**src/rtl/if_fetch_ctrl.sv**
```systemverilog
// IF-stage fetch controller: issues instruction-bus reads for the current PC and hands
// {inst, pc} to decode through an output register backed by a one-entry skid slot.
module if_fetch_ctrl #(
    parameter int unsigned      WIDTH    = 32,
    parameter logic [WIDTH-1:0] RESET_PC = 32'hbfc00000
) (
    input  logic             clk,
    input  logic             rst,
    input  logic [WIDTH-1:0] pc_i,
    output logic             pc_en_o,
    input  logic             flush_i,
    output logic             inst_req,
    output logic [WIDTH-1:0] inst_addr,
    input  logic             inst_addr_ok,
    input  logic             inst_data_ok,
    input  logic [WIDTH-1:0] inst_rdata,
    input  logic             stall_d_i,
    output logic             inst_valid_o,
    output logic [WIDTH-1:0] inst_o,
    output logic [WIDTH-1:0] inst_pc_o,
    output logic [1:0]       dbg_state_o
);

    // Bus handshake: inst_req/inst_addr are held until inst_addr_ok (address accepted);
    // exactly one inst_data_ok follows per accepted address, never in the same cycle.
    // Decode handshake: an instruction moves when inst_valid_o && !stall_d_i.
    typedef enum logic [1:0] {
        ST_IDLE = 2'd0,
        ST_REQ  = 2'd1,
        ST_WAIT = 2'd2
    } state_t;

    state_t           state_q, state_d;
    logic [WIDTH-1:0] inst_addr_q, inst_addr_d;
    logic [WIDTH-1:0] req_pc_q, req_pc_d;
    logic             discard_q, discard_d;
    logic             out_valid_q, out_valid_d;
    logic [WIDTH-1:0] out_inst_q, out_inst_d;
    logic [WIDTH-1:0] out_pc_q, out_pc_d;
    logic             skid_valid_q, skid_valid_d;
    logic [WIDTH-1:0] skid_inst_q, skid_inst_d;
    logic [WIDTH-1:0] skid_pc_q, skid_pc_d;

    logic consume;
    logic keep_data;
    logic issue_ok;

    assign consume   = out_valid_q && !stall_d_i;
    assign keep_data = (state_q == ST_WAIT) && inst_data_ok && !discard_q && !flush_i;
    // A fresh issue needs a free skid slot and a PC that is not about to be redirected.
    assign issue_ok  = !flush_i && !skid_valid_d;

    always_ff @(posedge clk) begin
        if (rst) begin
            state_q      <= ST_IDLE;
            inst_addr_q  <= RESET_PC;
            req_pc_q     <= RESET_PC;
            discard_q    <= 1'b0;
            out_valid_q  <= 1'b0;
            out_inst_q   <= '0;
            out_pc_q     <= RESET_PC;
            skid_valid_q <= 1'b0;
            skid_inst_q  <= '0;
            skid_pc_q    <= '0;
        end else begin
            state_q      <= state_d;
            inst_addr_q  <= inst_addr_d;
            req_pc_q     <= req_pc_d;
            discard_q    <= discard_d;
            out_valid_q  <= out_valid_d;
            out_inst_q   <= out_inst_d;
            out_pc_q     <= out_pc_d;
            skid_valid_q <= skid_valid_d;
            skid_inst_q  <= skid_inst_d;
            skid_pc_q    <= skid_pc_d;
        end
    end

    // Delivery buffer: the output register is always the older entry.
    always_comb begin
        out_valid_d  = out_valid_q;
        out_inst_d   = out_inst_q;
        out_pc_d     = out_pc_q;
        skid_valid_d = skid_valid_q;
        skid_inst_d  = skid_inst_q;
        skid_pc_d    = skid_pc_q;
        if (flush_i) begin
            out_valid_d  = 1'b0;
            skid_valid_d = 1'b0;
        end else begin
            if (consume) begin
                if (skid_valid_q) begin
                    out_inst_d   = skid_inst_q;
                    out_pc_d     = skid_pc_q;
                    skid_valid_d = 1'b0;
                end else begin
                    out_valid_d = 1'b0;
                end
            end
            if (keep_data) begin
                if (!out_valid_d) begin
                    out_valid_d = 1'b1;
                    out_inst_d  = inst_rdata;
                    out_pc_d    = req_pc_q;
                end else begin
                    skid_valid_d = 1'b1;
                    skid_inst_d  = inst_rdata;
                    skid_pc_d    = req_pc_q;
                end
            end
        end
    end

    always_comb begin
        state_d     = state_q;
        inst_addr_d = inst_addr_q;
        req_pc_d    = req_pc_q;
        discard_d   = discard_q;
        case (state_q)
            ST_IDLE: begin
                if (issue_ok) begin
                    state_d     = ST_REQ;
                    inst_addr_d = pc_i;
                end
            end
            ST_REQ: begin
                if (inst_addr_ok) begin
                    state_d  = ST_WAIT;
                    req_pc_d = inst_addr_q;
                    if (flush_i) begin
                        discard_d = 1'b1;
                    end
                end
            end
            ST_WAIT: begin
                if (inst_data_ok) begin
                    discard_d = 1'b0;
                    if (issue_ok) begin
                        state_d     = ST_REQ;
                        inst_addr_d = pc_i;
                    end else begin
                        state_d = ST_IDLE;
                    end
                end else if (flush_i) begin
                    // The response still owed for the old path must be swallowed.
                    discard_d = 1'b1;
                end
            end
            default: begin
                state_d = ST_IDLE;
            end
        endcase
    end

    always_comb begin
        inst_req    = (state_q == ST_REQ);
        pc_en_o     = (state_q == ST_REQ) && inst_addr_ok && !flush_i;
        dbg_state_o = state_q;
    end

    assign inst_addr    = inst_addr_q;
    assign inst_valid_o = out_valid_q;
    assign inst_o       = out_inst_q;
    assign inst_pc_o    = out_pc_q;

endmodule
```
**config.mk**
```make
export PLATFORM = sky130hd
export DESIGN_NAME = if_fetch_ctrl
export DESIGN_NICKNAME = d
export VERILOG_FILES = /design/src/rtl/if_fetch_ctrl.sv
export SDC_FILE = /design/constraint.sdc
export NUM_CORES = 1
export LEC_CHECK = 0
export CORE_ASPECT_RATIO = 0.8
export CORE_MARGIN = 1
export CORE_UTILIZATION = 40
export DETAILED_ROUTE_END_ITERATION = 10
export MAX_ROUTING_LAYER = met4
export PLACE_DENSITY = 0.74
export SLEW_MARGIN = 20
export SYNTH_ARGS = -nofsm -noshare
export SYNTH_HDL_FRONTEND = slang
export SYNTH_SLANG_ARGS = --single-unit
```
**constraint.sdc**
```tcl
create_clock -name clk -period 2.24 [get_ports clk]
set_clock_uncertainty 0.2 [all_clocks]
set_input_delay 0.448 -clock clk [delete_from_list [all_inputs] [get_ports clk]]
set_output_delay 0.448 -clock clk [all_outputs]
set_load 0.02 [all_outputs]
```
==> metrics.csv <==
stage,metric,value,unit
synth,ys flop type,dfxtp_1,
synth,Unique masters post-synth,37,
timing,Worst-Margin Slew,427,ps
timing,Fmax,0.475,GHz
synth,syn nets,913,
synth,"count leader, synth",dfxtp_1,
pwr,Reg power frac,0.487,
placement,dpl hpwl,12400,um
global_routing,GRT Util Overall,0.200,
job,max cap viols,0,
finish,share of cells above drive strength 1,0.0876,
pwr,switching part of the total power,0.228,
timing,Slew HR,0.715,
global_routing,GRT overflow,0,
synth,Commonest cells post-synth,"197 x dfxtp_1, 193 x nand2_1, 106 x a21oi_1",
timing,endpoints failing hold,0,
worst_setup_path,worst path cell trace,"clkdlybuf4s50_1, buf_4, nor2_1, dlygate4sd2_1",
detailed_routing,vias,6405,
finish,Final nets,1084,
worst_setup_path,Setup crit start kind,input port,
clock_network,H-tree depth,4,
timing,# setup viols final,0,
pwr,Pint,5.74,mW
pwr,P per Cell Area,714,nW/um2
pwr,NetSw,1.70,mW
placement,PortBufs,170,
clock_network,total CTS buffers,17,
clock_network,CTS tree,done,
worst_setup_path,CP arrival,1460,ps
die,Starting Density,0.413,
die,Die X-Extent,156,um
worst_setup_path,CP max-delay cell,clkdlybuf4s50_1,
worst_setup_path,Worst setup EP type,output pin,
global_routing,met1 usage,0.260,
pwr,Logic pwr share,0.084,
clock_network,CTS max path bufs,2,
clock_network,clk sinks,197,
synth,share of Yosys cell area claimed by the top area cell type,0.519,
worst_setup_path,WP data required,1590,ps
pwr,Lkg Pwr,4.29,nW
timing,crit share post-route,0.941,
die,core area,18400,um2
global_routing,initial antenna violation count,0,
worst_setup_path,Crit Path Max Fanout,6,
detailed_routing,WL per Instance,14.6,um
detailed_routing,Routed WL,18600,um
pwr,clock power share,0.429,
finish,area delta synth->final,37.1,%
detailed_routing,Remaining DRCs,0,
synth,"area leader, netlist",dfxtp_1,
die,die height,125,um
clock_network,CTS root buf,clkbuf_16,
pwr,Pwr Total,7.43,mW
timing,Final min period,2110,ps
synth,mean post-synth cell area,9.01,um2
die,full die area,19600,um2
finish,Fillers,1665,
synth,mapped cell area,7600,um2
die,# rows,44,
global_routing,grt met2 use,0.309,
finish,final core utilization,0.566,
detailed_routing,Vias per Instance,5.00,
min_path,worst hold path class,reg -> reg,
pwr,Peak VDD IR,0.479,mV
run_status,status,"complete, no violations",
clock_network,"CTS clk-pin slew, worst paths",70,ps
synth,async set or reset register ratio after synthesis,0,
timing,fin. max-slew vios,0,
worst_setup_path,Crit Path Category,in -> out,
finish,n_diodes,0,
detailed_routing,Final ANT Viol Nets,0,
synth,number of synthesized flops with an enable pin,0,
die,Ports,171,
global_routing,global routing's busiest layer,met2,
worst_setup_path,Worst path max stage delay,400,ps
global_routing,first-pass GRT wire length,30100,um
synth,Synth area leaders,"dfxtp_1 52%, nand2_1 9.5%, a21oi_1 7.0%",
detailed_routing,DR pass1 iterations,5,
synth,Ys Warns,0,
global_routing,largest net degree at the start of global routing,89,
synth,sequential-to-total area share from yosys stat,0.519,
global_routing,vias in the first global route,5878,
detailed_routing,Starting DRT DRC Count,347,
placement,gp weighted congestion,0.764,
timing,unrepaired setup endpoints after global routing,false,
synth,"flops & latches, synth",197,
synth,Mapped Cells,843,
global_routing,met3 Resource Use GR,0.0513,
clock_network,Clock Latency Late Sink,430,ps
registers in the layout (all words and copies together) (netlist names):
register	flops
skid_valid_q	1
skid_inst_q	32
req_pc_q	32
inst_o	32
skid_pc_q	32
inst_pc_o	32
inst_addr	32
dbg_state_o	2
inst_valid_o	1
discard_q	1
path summary, 6_finish.rpt:
kind / slack [ps] / to / cells past startpoint / start
setup reg to reg: 440 / skid_pc_q[14]$_SDFFE_PP0P_ / 6 / dbg_state_o[1]$_SDFFE_PP0P_
hold / removal: 250 / inst_pc_o[22]$_SDFFE_PP1N_ / 2 / inst_pc_o[22]$_SDFFE_PP1N_
setup / recovery: 130 / pc_en_o / 4 / flush_i
hold reg to reg: 250 / inst_pc_o[22]$_SDFFE_PP1N_ / 2 / inst_pc_o[22]$_SDFFE_PP1N_
per-layer routing:
metal | part of all wire | vias to the layer above | routed length (um)
li1 | - | 3200 | -
met5 | 0 | - | 0
met2 | 0.45 | 179 | 8450
met1 | 0.48 | 3014 | 8860
met4 | 0.0089 | 0 | 166
met3 | 0.063 | 12 | 1170
kinds of logic (layout without fill, tap and decap cells):
kind of cell | Yosys count | after routing | synth area share
AND/OR/NAND/NOR | 310 | 310 | 0.187
AO/OA/AOI/OAI | 226 | 226 | 0.198
flip-flops | 197 | 197 | 0.519
buffers and inverters | 78 | 262 | 0.0539
multiplexers | 32 | 32 | 0.0422
layout make-up:
cell class	count	area, um2	area share
Clock buffer	19	453	0.0435
Clock inverter	13	166	0.0160
Inverter	16	60.1	0.00577
Multi-Input combinational cell	568	3250	0.312
Sequential cell	197	3950	0.379
Tap cell	253	317	0.0304
Timing Repair Buffer	214	2220	0.213
stage by stage:
step	std cells	TNS, ps	cell area [um2]	hold slack, ps	setup slack, ps
floorplan	843	0	7600	236	311
global placement	1248	-20930	9790	232	-173
detailed placement	1248	-25150	9790	240	-234
CTS	1280	0	10400	251	2.84
global route	1280	0	10400	266	81.0
finish	1280	0	10400	247	133
worst max-delay path, delay by kind of cell:
family	cells	cell delay, ps
buffers and inverters	3	900
and+or+nand+nor	1	100
power by group through the flow:
| stage | Clock (mW) | Sequential, mW | Combinational (mW) |
|---|---|---|---|
| after global routing | 3.41 | 3.63 | 0.670 |
| after detailed placement | 0 | 3.70 | 0.630 |
| final | 3.19 | 3.62 | 0.626 |
| after CTS | 3.26 | 3.62 | 0.632 |
| after global placement | 0 | 3.70 | 0.626 |
| after floorplan | 0 | 3.74 | 0.244 |
timing repair:
action / CTS / global route
gates resized for setup: 3 / 2
setup buffers: 0 / 0
setup endpoints to repair: 2 / 2
gates cloned: 0 / 0
hold buffers: 0 / 0
cell usage in the layout, fill, tap and decap left out, types with 2 or more instances in the layout:
cell type	synthesis	layout
inv_1	16	16
buf_4	0	30
clkinv_2	0	3
a22o_1	44	44
nand3_2	2	2
nand3b_1	11	11
nor2_1	37	36
dlymetal6s2s_1	0	2
a311oi_1	5	5
inv_6	0	5
nor3_1	7	7
a221oi_1	6	6
buf_12	0	15
nand2b_1	47	47
clkinv_4	0	2
dfxtp_1	197	196
a21o_1	44	44
clkdlybuf4s50_1	0	165
clkbuf_16	0	17
o22ai_1	9	9
a21oi_1	106	106
nor2b_1	2	2
clkbuf_8	0	2
bufinv_16	0	3
o31ai_1	5	5
mux2i_1	32	32
dlygate4sd2_1	0	2
nand2_1	193	193
and3b_1	2	2
Note: power is estimated with default switching activity, not from simulation.
